## src/rtl/teras_job_ctrl.sv

```systemverilog
// teras_job_ctrl: job sequencer between the bus-side word stream and the teras
// systolic datapath. A start command admits exactly n_in words into teras,
// captures exactly n_out results into a small FIFO, drains them to the
// consumer and then pulses done. Abort drops the job and flushes the FIFO.
module teras_job_ctrl #(
    parameter int DATA_W     = 32,
    parameter int CNT_W      = 16,
    parameter int FIFO_DEPTH = 8
) (
    input  logic              clk,
    input  logic              rst_n,

    input  logic              cfg_start_i,
    input  logic              cfg_abort_i,
    input  logic [CNT_W-1:0]  cfg_n_in_i,
    input  logic [CNT_W-1:0]  cfg_n_out_i,
    output logic              busy_o,
    output logic              done_o,
    output logic [CNT_W-1:0]  in_cnt_o,
    output logic [CNT_W-1:0]  out_cnt_o,

    input  logic              in_rts_i,
    output logic              in_rtr_o,
    input  logic [DATA_W-1:0] in_data_i,

    output logic              dp_rts_o,
    input  logic              dp_rtr_i,
    output logic [DATA_W-1:0] dp_data_o,

    input  logic              dp_rts_i,
    output logic              dp_rtr_o,
    input  logic [DATA_W-1:0] dp_data_i,

    output logic              out_rts_o,
    input  logic              out_rtr_i,
    output logic [DATA_W-1:0] out_data_o
);

    localparam int PTR_W = (FIFO_DEPTH > 1) ? $clog2(FIFO_DEPTH) : 1;
    localparam logic [PTR_W:0] FULL_LVL = (PTR_W + 1)'(FIFO_DEPTH);

    typedef enum logic [1:0] {
        ST_IDLE  = 2'd0,
        ST_LOAD  = 2'd1,
        ST_DRAIN = 2'd2,
        ST_DONE  = 2'd3
    } state_t;

    state_t             state;
    logic               busy_q;
    logic               done_q;
    logic [CNT_W-1:0]   n_in_q;
    logic [CNT_W-1:0]   n_out_q;
    logic [CNT_W-1:0]   in_cnt_q;
    logic [CNT_W-1:0]   out_cnt_q;

    logic [DATA_W-1:0]  mem [FIFO_DEPTH];
    logic [PTR_W-1:0]   wr_ptr;
    logic [PTR_W-1:0]   rd_ptr;
    logic [PTR_W:0]     fill;

    logic               fifo_empty;
    logic               fifo_full;
    logic               in_gate;
    logic               in_xfer;
    logic               push;
    logic               pop;
    logic               abort;

    assign fifo_empty = (fill == '0);
    assign fifo_full  = (fill == FULL_LVL);

    // Abort only means something while a job is in flight.
    assign abort = cfg_abort_i && (state != ST_IDLE);

    // Input words flow straight through to teras, gated until n_in are admitted.
    assign in_gate   = (state == ST_LOAD) && (in_cnt_q < n_in_q);
    assign dp_data_o = in_data_i;
    assign dp_rts_o  = in_rts_i && in_gate;
    assign in_rtr_o  = dp_rtr_i && in_gate;
    assign in_xfer   = in_rts_i && in_rtr_o;

    // Results are accepted only while the job still wants them and there is room;
    // anything extra stays back-pressured in teras.
    assign dp_rtr_o = ((state == ST_LOAD) || (state == ST_DRAIN)) &&
                      !fifo_full && (out_cnt_q < n_out_q);
    assign push     = dp_rts_i && dp_rtr_o;

    // Consumer side reads the head entry; zero when empty so idle outputs are quiet.
    assign out_rts_o  = !fifo_empty;
    assign out_data_o = fifo_empty ? '0 : mem[rd_ptr];
    assign pop        = out_rts_o && out_rtr_i;

    assign busy_o    = busy_q;
    assign done_o    = done_q;
    assign in_cnt_o  = in_cnt_q;
    assign out_cnt_o = out_cnt_q;

    // Job FSM with its counters, latched job sizes and registered status flags.
    always_ff @(posedge clk) begin
        if (!rst_n) begin
            state     <= ST_IDLE;
            busy_q    <= 1'b0;
            done_q    <= 1'b0;
            n_in_q    <= '0;
            n_out_q   <= '0;
            in_cnt_q  <= '0;
            out_cnt_q <= '0;
        end else if (abort) begin
            state     <= ST_IDLE;
            busy_q    <= 1'b0;
            done_q    <= 1'b0;
            in_cnt_q  <= '0;
            out_cnt_q <= '0;
        end else begin
            case (state)
                ST_IDLE: begin
                    if (cfg_start_i) begin
                        n_in_q    <= cfg_n_in_i;
                        n_out_q   <= cfg_n_out_i;
                        in_cnt_q  <= '0;
                        out_cnt_q <= '0;
                        busy_q    <= 1'b1;
                        state     <= (cfg_n_in_i != '0) ? ST_LOAD : ST_DRAIN;
                    end
                end
                ST_LOAD: begin
                    if (in_xfer)
                        in_cnt_q <= in_cnt_q + 1'b1;
                    if (push)
                        out_cnt_q <= out_cnt_q + 1'b1;
                    // The count reaching n_in is seen one cycle after the last word.
                    if (in_cnt_q == n_in_q)
                        state <= ST_DRAIN;
                end
                ST_DRAIN: begin
                    if (push)
                        out_cnt_q <= out_cnt_q + 1'b1;
                    if ((out_cnt_q == n_out_q) && fifo_empty) begin
                        state  <= ST_DONE;
                        done_q <= 1'b1;
                    end
                end
                ST_DONE: begin
                    state  <= ST_IDLE;
                    done_q <= 1'b0;
                    busy_q <= 1'b0;
                end
                default: begin
                    state  <= ST_IDLE;
                    done_q <= 1'b0;
                    busy_q <= 1'b0;
                end
            endcase
        end
    end

    // FIFO pointers and occupancy; abort flushes by resetting the pointers.
    always_ff @(posedge clk) begin
        if (!rst_n || abort) begin
            wr_ptr <= '0;
            rd_ptr <= '0;
            fill   <= '0;
        end else begin
            if (push)
                wr_ptr <= wr_ptr + 1'b1;
            if (pop)
                rd_ptr <= rd_ptr + 1'b1;
            case ({push, pop})
                2'b10:   fill <= fill + 1'b1;
                2'b01:   fill <= fill - 1'b1;
                default: fill <= fill;
            endcase
        end
    end

    // FIFO storage; data needs no reset since it is only read when non-empty.
    always_ff @(posedge clk) begin
        if (push)
            mem[wr_ptr] <= dp_data_i;
    end

endmodule

```

## config.mk

```make
export PLATFORM = sky130hd
export DESIGN_NAME = teras_job_ctrl
export DESIGN_NICKNAME = d
export VERILOG_FILES = /design/src/rtl/teras_job_ctrl.sv
export SDC_FILE = /design/constraint.sdc
export NUM_CORES = 1
export LEC_CHECK = 0
export BUFFER_PORTS_ARGS = -buffer_cell sky130_fd_sc_hd__buf_4
export CORE_MARGIN = 5
export CORE_UTILIZATION = 48
export DETAILED_ROUTE_END_ITERATION = 7
export PLACE_DENSITY_LB_ADDON = 0.1
export SETUP_SLACK_MARGIN = 0.3
export SLEW_MARGIN = 30
export SYNTH_ARGS = -nofsm -noshare
export SYNTH_HDL_FRONTEND = slang
export SYNTH_SLANG_ARGS = --single-unit
```

## constraint.sdc

```tcl
create_clock -name clk -period 7.4 [get_ports clk]
set_input_delay 1.11 -clock clk [delete_from_list [all_inputs] [get_ports clk]]
set_output_delay 1.11 -clock clk [all_outputs]
set_load 0.01 [all_outputs]
```

==> impl_results.md, run 1 <==
* Async S/R FF share, synth at 0%
* Chip width at around 180 um
* Clock Pin Slew Worst Setup and Hold Paths at approximately 0.05 ns
* Critical Path Source Type: flop
* Peak VDD IR at roughly 0.00018 V
* Unrepaired setup endpoints after global routing: false
* Simple-Gate Fraction of Synth Area at under 10%
* Internal power at around 0.0037 W
* Setup TNS Final at 0 ns
* Unique masters post-synth at between 60 and 70
* Clk_skew at 0.0208 ns
* Synth Area in Adders at a little under 4%
* Largest net degree at the start of global routing at 65
* Clock share of power at 35.5%
* Port bufs at about 140
* Post-synth top flop: edfxtp_1
* Post-Route WL at between 30000 and 40000 um
* TritonCTS clock tree: done
* Vias at 8480
* FP Rows at 63
* Post-synth EDFFs at between 200 and 300
* Met3 Use GR at under 10%
* Detailed placement HPWL at around 18000 um
* Slew HR at between 30% and 40%
* First-pass GRT wire length at around 48000 um
* Max-cap violation count at 0
* Initial DRT Pass Iterations at 4
* CTS buffer count at 37
* Clock Latency Late Sink at 0.53 ns
* Power Density at 303 mW/mm2
* Flop2flop setup slack at approximately 3.7 ns
* RD Place Congestion at about 0.80
* Final hold slack at about 0.46 ns
* Finished Cell Area at about 0.017 mm2
* Complex-gate fraction of the synthesized area at under 10%
* Power share of the combinational group at around 22%
* DRC violation total after the first TritonRoute iteration at 548
* Max-slew violations at 0
* Total gr overflow at 0
* Leakage at slightly below 6 nW
* Crit path arrival time at roughly 2.9 ns
* Die Y at about 180 um
* GRT Total Usage at 18.3%
* Initial antenna violation count at 2
* Cell Area, Placed at about 0.016 mm2
* Layout cell share with drive strength beyond 1 at roughly a quarter
* Avg WL per Cell at a little under 20 um
* Post-CTS Hold Fix Bufs at 0
* Worst Max-Slew Pin Slew at about 0.93 ns
* Status: completed
* Clk buf depth at 3
* Final Core Density at a little under three fifths
* Final Setup Violations at 0
* # clock sinks at ~340
* Post-DRT Antenna Nets at 0
* Root buffer selected by CTS: clkbuf_16
* I/O pin count at approximately 200
* Met1 usage at approximately a quarter
* Fin crit share at a little over half
* Final Hold Viols at 0
* Worst Hold Path Cells at 2
* Classification of the worst setup path: flop to output pin
* Seq pwr share at a little over two fifths
* Yosys warnings at 0
* CTS H-tree depth at 2
* Final #Nets at 1285
* Post-CTS sizing at 0
* Drc violations at 0
* Max Fanout on Critical Path at 40
* Switching part of the total at between 20% and 30%
* Initial Util at 48.7%
* Synth Cell Area at around 0.015 mm2
* Min Tclk post-route at 4.05 ns
* Synthesized area per cell at ~14 um2
* Fillers at approximately 2500
* GR Util met2 at 28.6%
* Required time worst endpoint at roughly 6.3 ns
* Hold WC Path Type: flop to flop
* Multiplexer area fraction after synthesis at around an eighth
* DR vias/cell at 5.45
* Worst r2r path cells at 12
* Setup Buffers After CTS at 0
* Area Growth Syn to Fin at 17.5%
* Vias in the first global route at between 8000 and 9000
* Crit. End Element: output pin
* Sequential area share after synthesis at between 60 and 70%
* NetSw at 0.00144 W
* Die footprint at 0.0338 mm2
* Most used routing layer in global routing: met2
* Synth Area in XOR/XNOR at less than 1%
* Max Freq at around 0.25 GHz
* Core Footprint at around 0.030 mm2
* Cells after synthesis at roughly 1000
* Net count after synthesis at about 1200
* Main combinational cell family by area after synthesis: multiplexers
* Yosys reg bits at 337
final cells by class:
cell class | instances | area [um2] | area share [%]
multi-input cells | 549 | 4650 | 27.3
repair buffers | 157 | 1180 | 6.91
clock buffers | 50 | 1010 | 5.90
clock inverters | 17 | 216 | 1.27
well taps | 390 | 488 | 2.86
diodes | 1 | 2.50 | 0.0147
inverters | 54 | 203 | 1.19
flip-flops and latches | 337 | 9320 | 54.6
routing by layer:
metal	vias to the layer above	wire [um]
met2	189	14400
met5	-	19
met4	2	609
li1	4036	-
met1	4203	14200
met3	50	1640
flip-flops by register name, indices dropped and copies added (netlist names), named ones only:
| register | cells |
|---|---|
| mem | 256 |
| in_cnt_o | 16 |
| n_in_q | 16 |
| n_out_q | 16 |
| out_cnt_o | 16 |
| fill | 4 |
| rd_ptr | 3 |
| wr_ptr | 3 |
| state | 2 |
| busy_o | 1 |
| done_o | 1 |
critical path, cell delays in order (launching register included):
cell and delay, ns:
dfxtp_4 0.66, buf_4 0.72, mux4_2 0.59, mux2i_1 0.15, nor2_1 0.11, buf_4 0.19
cells in the mapped netlist (all sizes together) (3+ instances only):
master | count | area [um2]
edfxtp | 256 | 7690
nand2 | 90 | 338
dfxtp | 81 | 1620
nor2 | 77 | 289
mux4 | 64 | 1440
inv | 54 | 203
buf | 46 | 312
ha | 44 | 551
mux2i | 34 | 340
a21boi | 33 | 248
o21ai | 30 | 150
clkbuf | 27 | 103
a21oi | 22 | 114
nor3 | 19 | 95.1
nand3 | 18 | 95.1
nand4 | 13 | 81.3
and3 | 10 | 62.6
xnor2 | 10 | 87.6
nor4 | 8 | 80.1
a21o | 7 | 52.6
or3 | 7 | 43.8
and2 | 5 | 31.3
o22a | 5 | 43.8
a211oi | 4 | 35.0
a31o | 4 | 35.0
a31oi | 4 | 25.0
nor4b | 4 | 35.0
xor2 | 4 | 35.0
nor3b | 3 | 22.5
layout by cell type, fill, tap and decap left out, drive strengths merged, types with 9 or more instances in the layout:
| master | n |
|---|---|
| edfxtp | 256 |
| buf | 157 |
| nand2 | 90 |
| dfxtp | 81 |
| nor2 | 77 |
| mux4 | 64 |
| inv | 56 |
| clkbuf | 50 |
| ha | 44 |
| mux2i | 34 |
| a21boi | 33 |
| o21ai | 30 |
| a21oi | 22 |
| nor3 | 19 |
| nand3 | 18 |
| nand4 | 13 |
| and3 | 10 |
| xnor2 | 10 |
| clkinv | 9 |
power groups by stage:
stage / Clock, W / Combinational (W) / Sequential [W]
after floorplan: 0 / 0.000755 / 0.00224
after global placement: 0 / 0.00111 / 0.00226
after detailed placement: 0 / 0.00112 / 0.00226
after CTS: 0.00188 / 0.00113 / 0.00223
after global routing: 0.00196 / 0.00123 / 0.00224
final: 0.00183 / 0.00111 / 0.00222
stage by stage:
stage | power, W | std cells | setup WS [ns]
5_1_grt | 0.00542 | 1555 | 2.99
3_5_place_dp | 0.00339 | 1487 | 3.71
6_report | 0.00517 | 1555 | 3.35
4_1_cts | 0.00523 | 1554 | 3.21
2_1_floorplan | 0.00299 | 1013 | 1.75
3_3_place_gp | 0.00337 | 1487 | 3.77
final timing paths:
check / start / to
worst min-delay path: n_out_q[5] / n_out_q[5]
worst max register to register: out_cnt_o[7] / fill[3]
worst min register to register: n_out_q[5] / n_out_q[5]
worst max-delay path: flop / out_data_o[2]
cells by family after synthesis:
logic type,after synthesis
flops,337
compound gates,129
fa+ha+maj,45
xor+xnor,14
simple gates,263
mux,98
buf+inv,127
Note: power is estimated with default switching activity, not from simulation.
==> run 2, diff against run 1 <==
--- a/config.mk
+++ b/config.mk
@@ -5,6 +5,7 @@
 export SDC_FILE = /design/constraint.sdc
 export NUM_CORES = 1
 export LEC_CHECK = 0
+export ABC_AREA = 1
 export BUFFER_PORTS_ARGS = -buffer_cell sky130_fd_sc_hd__buf_4
 export CORE_MARGIN = 5
 export CORE_UTILIZATION = 48
==> constraint.sdc (replaced) <==
create_clock -name clk -period 4.1 [get_ports clk]
set_input_delay 0.615 -clock clk [delete_from_list [all_inputs] [get_ports clk]]
set_output_delay 0.615 -clock clk [all_outputs]
set_load 0.01 [all_outputs]
==> run 2 against run 1 <==
Compared with the run above: non-clock buffer count is 6 higher; sequential power is 89% higher; final cell count is 27% higher; sequential share of layout area is 1.4 points lower; clock-buffer cell count is 4 lower; clock power is 73% higher; power is 120% higher.
==> impl_results.md, run 2 <==
* Root buffer selected by CTS: clkbuf_16
* Clock Pin Slew Worst Setup and Hold Paths at 0.06 ns (about the same)
* Final setup margin at 0.686 ns (-2.66 ns)
* Cell Area, Placed at 0.0163 mm2 (+3.2%)
* Layout cell share with drive strength beyond 1 at 18.0% (-7.8 points)
* Post-CTS Hold Fix Bufs at 0 (unchanged)
* Most instantiated library cell after synthesis: nor2_1
* CTS H-tree depth at 2 (unchanged)
* Commonest non-fill, non-tap cell in the layout: nor2_1
* RD Place Congestion at 0.820 (+2.6%)
* Max-cap violation count at 0 (unchanged)
* Clock share of power at 28.5% (-7.0 points)
* Yosys warnings at 0 (unchanged)
* Ranking of synthesized cells by area: edfxtp_1 51%, dfxtp_1 11%, nor2_1 6.7%, o21ai_0 6.6%, ha_1 3.6%
* Power Density at 635 mW/mm2 (+110%)
* Total gr overflow at 0 (unchanged)
* Status: completed
* Unrepaired setup endpoints after global routing: false
* Final Hold Viols at 0 (unchanged)
* Cells after synthesis at 1453 (+43%)
* Hold WC Path Type: primary input to flop
* Worst path slowest cell: dfxtp_4
* Crit. End Element: output pin
* CTS buffer count at 37 (unchanged)
* Yosys reg bits at 337 (unchanged)
* Clk buf depth at 3 (unchanged)
* Synth Cell Area at 0.0151 mm2 (+4.0%)
* Fin crit share at about 83%
* N_diodes at 0 (-1)
* Max reg flops at 256 (unchanged)
* Final Setup Violations at 0 (unchanged)
* Detailed placement HPWL at 21900 um (+19%)
* Crit path arrival time at 2.80 ns (-0.14 ns)
* First-pass GRT wire length at 56700 um (+17%)
* Net count after synthesis at 1602 (+38%)
* Setup TNS Final at 0 ns (unchanged)
* Required time worst endpoint at 3.48 ns (-2.81 ns)
* Post-DRT Antenna Nets at 0 (unchanged)
* Unique masters post-synth at 45 (-26%)
* TritonCTS clock tree: done
* Sequential area share after synthesis at 61.6% (-2.5 points)
* Max-slew violations at 0 (unchanged)
* Clock Latency Late Sink at 0.52 ns (about the same)
* Critical-path cell list: buf_4 > o21ai_0 > o22ai_1 > o21ai_0 > a31oi_1 > buf_4
* Avg WL per Cell at 17.9 um (-9.6%)
* Final Core Density at 55.9% (-1.3 points)
* Switching part of the total at 36.2% (+8.3 points)
* Slew HR at 40.7% (+2.9 points)
* Post-synth top flop: edfxtp_1
* Finished Cell Area at 0.0175 mm2 (+2.7%)
* Core Footprint at 0.0313 mm2 (+5.1%)
* GRT Total Usage at 19.8% (+1.5 points)
* GR Util met2 at 34.4% (+5.8 points)
* Clk_skew at 0.0220 ns (+0.00121 ns)
* Power share of the combinational group at 33.8% (+12 points)
* Delay-heaviest family, CP: compound AO/OA/AOI/OAI gates
* Area Growth Syn to Fin at 16.0%
* FP Rows at 65 (+3.2%)
* Worst Max-Slew Pin Slew at 0.888 ns (-0.0441 ns)
* Final #Nets at 1696 (+32%)
* Initial DRT Pass Iterations at 5 (+1)
* Setup Buffers After CTS at 0 (unchanged)
* Peak VDD IR at 0.000507 V (+190%)
* Commonest cells after routing, fill and taps aside: 262 x nor2_1, 256 x edfxtp_1, 199 x o21ai_0, 159 x buf_4, 111 x nand2_1
* Worst path bufs/invs at 2 (unchanged)
* Internal power at 0.00710 W (+91%)
* Post-synth EDFFs at 256 (unchanged)
* Drc violations at 0 (unchanged)
* Power Total at 0.0111 W (+120%)
* # clock sinks at 337 (unchanged)
* Port bufs at 141 (unchanged)
* Vias at 10600 (+25%)
* NetSw at 0.00403 W (+180%)
* Min Tclk post-route at 3.41 ns
* Critical Path Source Type: flop
* Post-Route WL at 35500 um (+15%)
* Chip width at 187 um (+1.9%)
* Most used routing layer in global routing: met2
* Synth top cells by count: 268 x nor2_1, 256 x edfxtp_1, 199 x o21ai_0
* Initial antenna violation count at 0 (-2)
* Max stage delay on crit path at 0.60 ns (-0.12 ns)
* DRC violation total after the first TritonRoute iteration at 705 (+29%)
* I/O pin count at 206 (unchanged)
* Synthesized area per cell at 10.4 um2 (-27%)
* Die footprint at 0.0351 mm2 (+3.8%)
* Initial Util at 48.2% (-0.50 points)
* Yosys top cell by area: edfxtp_1
* Post-CTS sizing at 0 (unchanged)
* Fillers at 2729 (+11%)
* Die Y at 187 um (+1.9%)
* Leakage at 6.31 nW (+6.4%)
* Pre-CTS setup slack at 1.15 ns (-2.56 ns)
* DR vias/cell at 5.38 (-1.4%)
* Max Fanout on Critical Path at 55 (+38%)
* Async S/R FF share, synth at 0% (unchanged)
* Met1 usage at 25.4% (-1.3 points)
* Seq pwr share at 37.7% (-5.3 points)
* Classification of the worst setup path: flop to output pin
* Vias in the first global route at 10600 (+24%)
* Max Freq at 0.293 GHz
* Largest net degree at the start of global routing at 65 (unchanged)
* Biggest register: mem
* Area share of the largest cell type after synthesis at 50.9% (-2.0 points)
* Met3 Use GR at 4.20% (+0.76 points)
[run 2: metal layers]
| metal | vias up | part of all wire, % |
|---|---|---|
| met5 | - | 0 |
| met4 | 0 | 1.7 |
| met3 | 43 | 5.3 |
| met2 | 249 | 49 |
| met1 | 5078 | 44 |
| li1 | 5257 | - |
[run 2: cells by family (layout without fill, tap and decap cells)]
logic type / Yosys count / after routing / share of synthesized area (%)
and+or+nand+nor: 492 / 492 / 14.3
adders and majority gates: 45 / 45 / 3.78
AOI/OAI and AO/OA: 369 / 369 / 13.1
buffers and inverters: 192 / 313 / 6.08
DFF: 337 / 337 / 61.6
xor gates and xnor gates: 18 / 18 / 1.04
[run 2: per-stage QoR]
stage,instances,hold WS [ns]
CTS,1976,0.303
detailed placement,1910,0.451
finish,1976,0.326
global placement,1910,0.445
floorplan,1453,0.433
global route,1976,0.309
[run 2: cell type report]
cell class | count | area [um2] | share of cell area [%]
Sequential cell | 337 | 9310 | 53.2
Multi-Input combinational cell | 924 | 4950 | 28.2
Timing Repair Buffer | 163 | 1270 | 7.27
Clock buffer | 46 | 981 | 5.60
Tap cell | 402 | 503 | 2.87
Inverter | 84 | 317 | 1.81
Clock inverter | 20 | 183 | 1.04
[run 2: power groups by stage]
stage               registers [W]  logic, W  clock network, W
floorplan                 0.00419   0.00266                 0
global placement          0.00426   0.00376                 0
detailed placement        0.00426   0.00379                 0
CTS                       0.00420   0.00381           0.00326
global route              0.00423   0.00423           0.00341
finish                    0.00420   0.00376           0.00317
[run 2: final timing paths]
path                                    start            end  slack (ns)  depth (start not counted)
worst max-delay path                     flop  out_data_o[7]        0.69                          6
worst min register to register     n_out_q[5]     n_out_q[5]        0.45                          2
worst min-delay path            dp_data_i[14]     mem[2][14]        0.33                          1
worst max register to register   out_cnt_o[9]      mem[4][5]        1.14                         10
